## src/rtl/osc_freq_meter.sv

```systemverilog
// Oscillator frequency meter: counts synchronized rising edges of osc_in over a GATE_CYCLES window.
// Optional range alarms are built when OSC_FREQ_METER_ALARM_EN is defined.
module osc_freq_meter #(
  parameter int GATE_CYCLES = 4096,
  parameter int CNT_W       = 16,
  parameter int SYNC_STAGES = 2,
  parameter int LO_LIMIT    = 0,
  parameter int HI_LIMIT    = 65535
) (
  input  logic             clk,
  input  logic             rst_n,
  input  logic             osc_in,
  input  logic             en,
  output logic             busy,
  output logic [CNT_W-1:0] count,
  output logic             count_valid,
  output logic             alarm_lo,
  output logic             alarm_hi
);

  localparam int              GW        = $clog2(GATE_CYCLES);
  localparam logic [GW-1:0]    GATE_LOAD = GW'(GATE_CYCLES - 1);
  localparam logic [CNT_W-1:0] CNT_MAX   = '1;

  typedef enum logic [1:0] {IDLE, GATE, DONE} state_t;

  state_t                 state_q, state_d;
  logic [SYNC_STAGES-1:0] sync_q, sync_d;
  logic                   sync_prev_q, sync_prev_d;
  logic [GW-1:0]          gate_cnt_q, gate_cnt_d;
  logic [CNT_W-1:0]       edge_cnt_q, edge_cnt_d;
  logic [CNT_W-1:0]       count_q, count_d;
  logic                   count_valid_q, count_valid_d;
  logic                   edge_det;
  logic [CNT_W-1:0]       edge_inc;
  logic                   result_ld;

  // Synchronizer and edge detector run in every state; only GATE consumes edge_det.
  assign sync_d      = {sync_q[SYNC_STAGES-2:0], osc_in};
  assign sync_prev_d = sync_q[SYNC_STAGES-1];
  assign edge_det    = sync_q[SYNC_STAGES-1] & ~sync_prev_q;
  assign edge_inc    = (edge_det && (edge_cnt_q != CNT_MAX)) ? edge_cnt_q + 1'b1 : edge_cnt_q;

  always_comb begin
    state_d       = state_q;
    gate_cnt_d    = gate_cnt_q;
    edge_cnt_d    = edge_cnt_q;
    count_d       = count_q;
    count_valid_d = 1'b0;
    result_ld     = 1'b0;
    case (state_q)
      IDLE: begin
        if (en) begin
          state_d    = GATE;
          gate_cnt_d = GATE_LOAD;
          edge_cnt_d = '0;
        end
      end
      GATE: begin
        edge_cnt_d = edge_inc;
        gate_cnt_d = gate_cnt_q - 1'b1;
        if (!en) begin
          state_d = IDLE;
        end else if (gate_cnt_q == '0) begin
          // Result is loaded on entry to DONE so count and count_valid appear together.
          state_d       = DONE;
          count_d       = edge_inc;
          count_valid_d = 1'b1;
          result_ld     = 1'b1;
        end
      end
      DONE: begin
        if (en) begin
          state_d    = GATE;
          gate_cnt_d = GATE_LOAD;
          edge_cnt_d = '0;
        end else begin
          state_d = IDLE;
        end
      end
      default: state_d = IDLE;
    endcase
  end

  always_ff @(posedge clk or negedge rst_n) begin
    if (!rst_n) begin
      state_q       <= IDLE;
      sync_q        <= '0;
      sync_prev_q   <= 1'b0;
      gate_cnt_q    <= '0;
      edge_cnt_q    <= '0;
      count_q       <= '0;
      count_valid_q <= 1'b0;
    end else begin
      state_q       <= state_d;
      sync_q        <= sync_d;
      sync_prev_q   <= sync_prev_d;
      gate_cnt_q    <= gate_cnt_d;
      edge_cnt_q    <= edge_cnt_d;
      count_q       <= count_d;
      count_valid_q <= count_valid_d;
    end
  end

  assign busy        = (state_q == GATE);
  assign count       = count_q;
  assign count_valid = count_valid_q;

`ifdef OSC_FREQ_METER_ALARM_EN
  logic alarm_lo_q, alarm_lo_d, alarm_hi_q, alarm_hi_d;

  always_comb begin
    alarm_lo_d = alarm_lo_q;
    alarm_hi_d = alarm_hi_q;
    if (result_ld) begin
      alarm_lo_d = (edge_inc < CNT_W'(LO_LIMIT));
      alarm_hi_d = (edge_inc > CNT_W'(HI_LIMIT));
    end
  end

  always_ff @(posedge clk or negedge rst_n) begin
    if (!rst_n) begin
      alarm_lo_q <= 1'b0;
      alarm_hi_q <= 1'b0;
    end else begin
      alarm_lo_q <= alarm_lo_d;
      alarm_hi_q <= alarm_hi_d;
    end
  end

  assign alarm_lo = alarm_lo_q;
  assign alarm_hi = alarm_hi_q;
`else
  logic unused_alarm;
  assign unused_alarm = result_ld ^ (LO_LIMIT != 0) ^ (HI_LIMIT != 0);
  assign alarm_lo     = 1'b0;
  assign alarm_hi     = 1'b0;
`endif

endmodule
```

## config.mk

```make
export PLATFORM = sky130hd
export DESIGN_NAME = osc_freq_meter
export DESIGN_NICKNAME = d
export VERILOG_FILES = /design/src/rtl/osc_freq_meter.sv
export SDC_FILE = /design/constraint.sdc
export NUM_CORES = 1
export LEC_CHECK = 0
export ABC_AREA = 0
export BUFFER_PORTS_ARGS = -buffer_cell sky130_fd_sc_hd__buf_2
export CAP_MARGIN = 20
export CORE_ASPECT_RATIO = 1.75
export CORE_UTILIZATION = 63
export DETAILED_ROUTE_END_ITERATION = 10
export PLACE_DENSITY = 0.84
export SYNTH_ARGS = -nofsm -noshare
export SYNTH_HDL_FRONTEND = slang
export SYNTH_SLANG_ARGS = --single-unit
```

## constraint.sdc

```tcl
create_clock -name clk -period 5.6 [get_ports clk]
set_input_delay 1.68 -clock clk [delete_from_list [all_inputs] [get_ports clk]]
set_output_delay 1.68 -clock clk [all_outputs]
set_load 0.02 [all_outputs]
```

==> metrics.txt <==
maximum number of pins on one net before global-route repair=51; area growth from synthesis to layout=5.40%; number of detailed-route iterations in the first pass=4; sinks on the clock net=50; Period Utilization, post-route=0.658; number of diodes added for antenna fixing=0; nature of the critical path endpoint=output pin; Req. time, crit path=3.92 ns; maximum root-to-sink buffer count=2; cell count of the worst hold path=0; number of port buffers=21; number of different library cells in the post-synthesis netlist=between 50 and 60; area fraction of the dominant cell type after synthesis=0.473; total length of routed wires=5.41 mm; I/O pin total=24; Worst Hold Path EP=sync_q[1]$_DFF_PN0_; number of global-route vias before repair=2072; setup repair after global routing missed its margin=no; number of flops mapped to enable cells by yosys=0; Ys Warns=0; power density relative to cell area=233 nW/µm²; post-synthesis instance total=268; layout cell share with drive strength beyond 1=0.168; number of core rows=30; count of final max-slew check failures=0; leak pwr=1.23 nW; Layout Nets=around 290; Max-Slew Margin vs Limit=0.372; dominant cells by area after synthesis=dfrtp_1, o21ai_0, nand2_1; FF+latch count, synth=50; final critical delay including setup and external delays=3.69 ns; total via count after detailed routing=2053; post-route insts no fill=between 300 and 400; critical path fanouts, max=26; Die Outline Area=around 4500 µm²; Detail Placement HPWL=~3.8 mm; Tot GR Track Use=0.277; Max Freq=0.271 GHz; arrival time of data at the critical path endpoint=around 2.0 ns; grt total ovfl=0; kind of start point of the critical path=flop; Worst R2R Setup Slack=2.80 ns; clock slew at reported path FFs=0.09 ns; post-synth top area cell=dfrtp_1; most used flip-flop cell after synthesis=dfrtp_1; run status=completed; setup fix buffers added after clock tree synthesis=0; Tightest Pin Transition=0.942 ns; number of buffers created by CTS=5; Final Setup Violations=0; worst vdd rail ir drop=0.000231 V; count of nets left with antenna violations after detail routing=0; global-route wire length before repair=9.13 mm; max_cap viols=0; sequential-to-total area share from yosys stat=0.473; cell at the root of the clock tree=clkbuf_8; final count of hold timing violations=0; Total Neg Setup Slack=0 ns; Worst Clk Skew=0.00813 ns; area of the mapped netlist=2640 µm²; depth of the worst register-to-register path=6; routability cong.=0.914; fraction of synthesis flops using an asynchronous set or reset pin=1.00; instance count after placement with tap cells included=319; number of vias per cell after detailed routing=6.26; H-tree depth=2; Reg-to-Reg Start=state_q[1]$_DFFE_PN0P_; DRC violations left=0; width of the die=51.0 µm; kind of critical path=flop to output pin; worst reg2reg endpoint=count[2]$_DFFE_PN0P_; list of most frequent post-synthesis cells=dfrtp_1, nand2_1, o21ai_0, nand3_1, xor2_1; Std-Cell Core Area=~4000 µm²; initial core utilization=0.671; min-delay src=sync_q[0]$_DFF_PN0_; number of buffers inserted by hold repair at cts=0; worst hold path type=flop to flop; die height=87.7 µm; CTS tree=yes; number of DRC markers in iteration 0=47; most repeated cell in the gate-level netlist after synthesis=dfrtp_1; post-cts resize count=0; average instance area after synthesis=9.86 µm²; insertion delay of the later-clocked pin in the worst-skew pair=around 0.3 ns; antenna violations before repair=0; drt wl/cell=~17 µm
==> power breakdown <==
group | total [mW] | switching, mW | internal (mW)
Combinational | 0.0506 | 0.0325 | 0.0181
Clock | 0.216 | 0.116 | 0.0999
Sequential | 0.381 | 0.0114 | 0.370
Total | 0.648 | 0.160 | 0.488
==> layout by cell type, fill, tap and decap left out, types with 3 or more instances in the layout <==
| cell | count |
|---|---|
| a31oi_1 | 7 |
| dfrtp_1 | 50 |
| ha_1 | 3 |
| or3_1 | 3 |
| buf_2 | 21 |
| inv_1 | 5 |
| nor2_1 | 10 |
| nor3_1 | 9 |
| nand4_1 | 8 |
| nand3_1 | 15 |
| o31ai_1 | 5 |
| and3_1 | 4 |
| o21ai_0 | 28 |
| a21oi_1 | 6 |
| clkbuf_8 | 6 |
| xor2_1 | 12 |
| xnor2_1 | 6 |
| nand2_1 | 30 |
| a21o_1 | 4 |
==> metrics by stage <==
stage	hold WS, ns	util	setup WS, ns	total power, mW	area [µm²]
after floorplan	0.331	-	2.76	0.420	2650
final	0.369	0.707	1.91	0.648	2790
after global routing	0.385	0.707	1.76	0.676	2790
after CTS	0.378	0.702	1.93	0.654	2770
after detailed placement	0.359	0.679	2.30	0.437	2680
after global placement	0.333	0.679	2.34	0.435	2680
==> critical path: stages, from the launching register on <==
cell      delay, ns
dfrtp_1        0.37
nand2b_1       0.74
inv_2          0.33
buf_2          0.26
==> layout make-up <==
cell class	count	area, µm²
clock inverter	1	5.00
sequential	50	1250
multi-input combinational	194	1240
inverter	6	22.5
clock buffer	7	86.3
timing repair buffer	22	125
tap	48	60.1
fill	331	1150
==> layer usage <==
layer / vias up / track usage / part of all wire
li1: 988 / - / -
met1: 1010 / 0.299 / 0.38
met2: 40 / 0.488 / 0.56
met3: 15 / 0.0608 / 0.034
met4: 0 / 0.159 / 0.027
met5: - / 0 / 0
==> how the worst max path moves through the flow <==
stage | start | endpoint | cells past startpoint
2_1_floorplan | en | gate_cnt_q[7]$_DFFE_PN0P_ | 5
3_3_place_gp | state_q[0]$_DFFE_PN0P_ | busy | 3
5_1_grt | state_q[1]$_DFFE_PN0P_ | busy | 3
3_5_place_dp | state_q[0]$_DFFE_PN0P_ | busy | 3
6_report | state_q[1]$_DFFE_PN0P_ | busy | 3
4_1_cts | state_q[0]$_DFFE_PN0P_ | busy | 3
==> flip-flops by register name, summed over array words and instances, names as in the netlist <==
signal,count
sync_prev_q,1
state_q,2
count_valid,1
count,16
gate_cnt_q,12
sync_q,2
edge_cnt_q,16
==> logic make-up (layout without fill, tap and decap cells) <==
family,Yosys count,count (layout),synth area share
AO/OA/AOI/OAI,64,64,0.152
XOR/XNOR,18,18,0.0596
adder cells (fa/ha/maj),3,3,0.0142
buffers and inverters,25,36,0.0606
flip-flops,50,50,0.473
multiplexers,3,3,0.0137
other,1,2,0.00142
AND/OR/NAND/NOR,104,104,0.225
(Power assumes the default switching activity.)
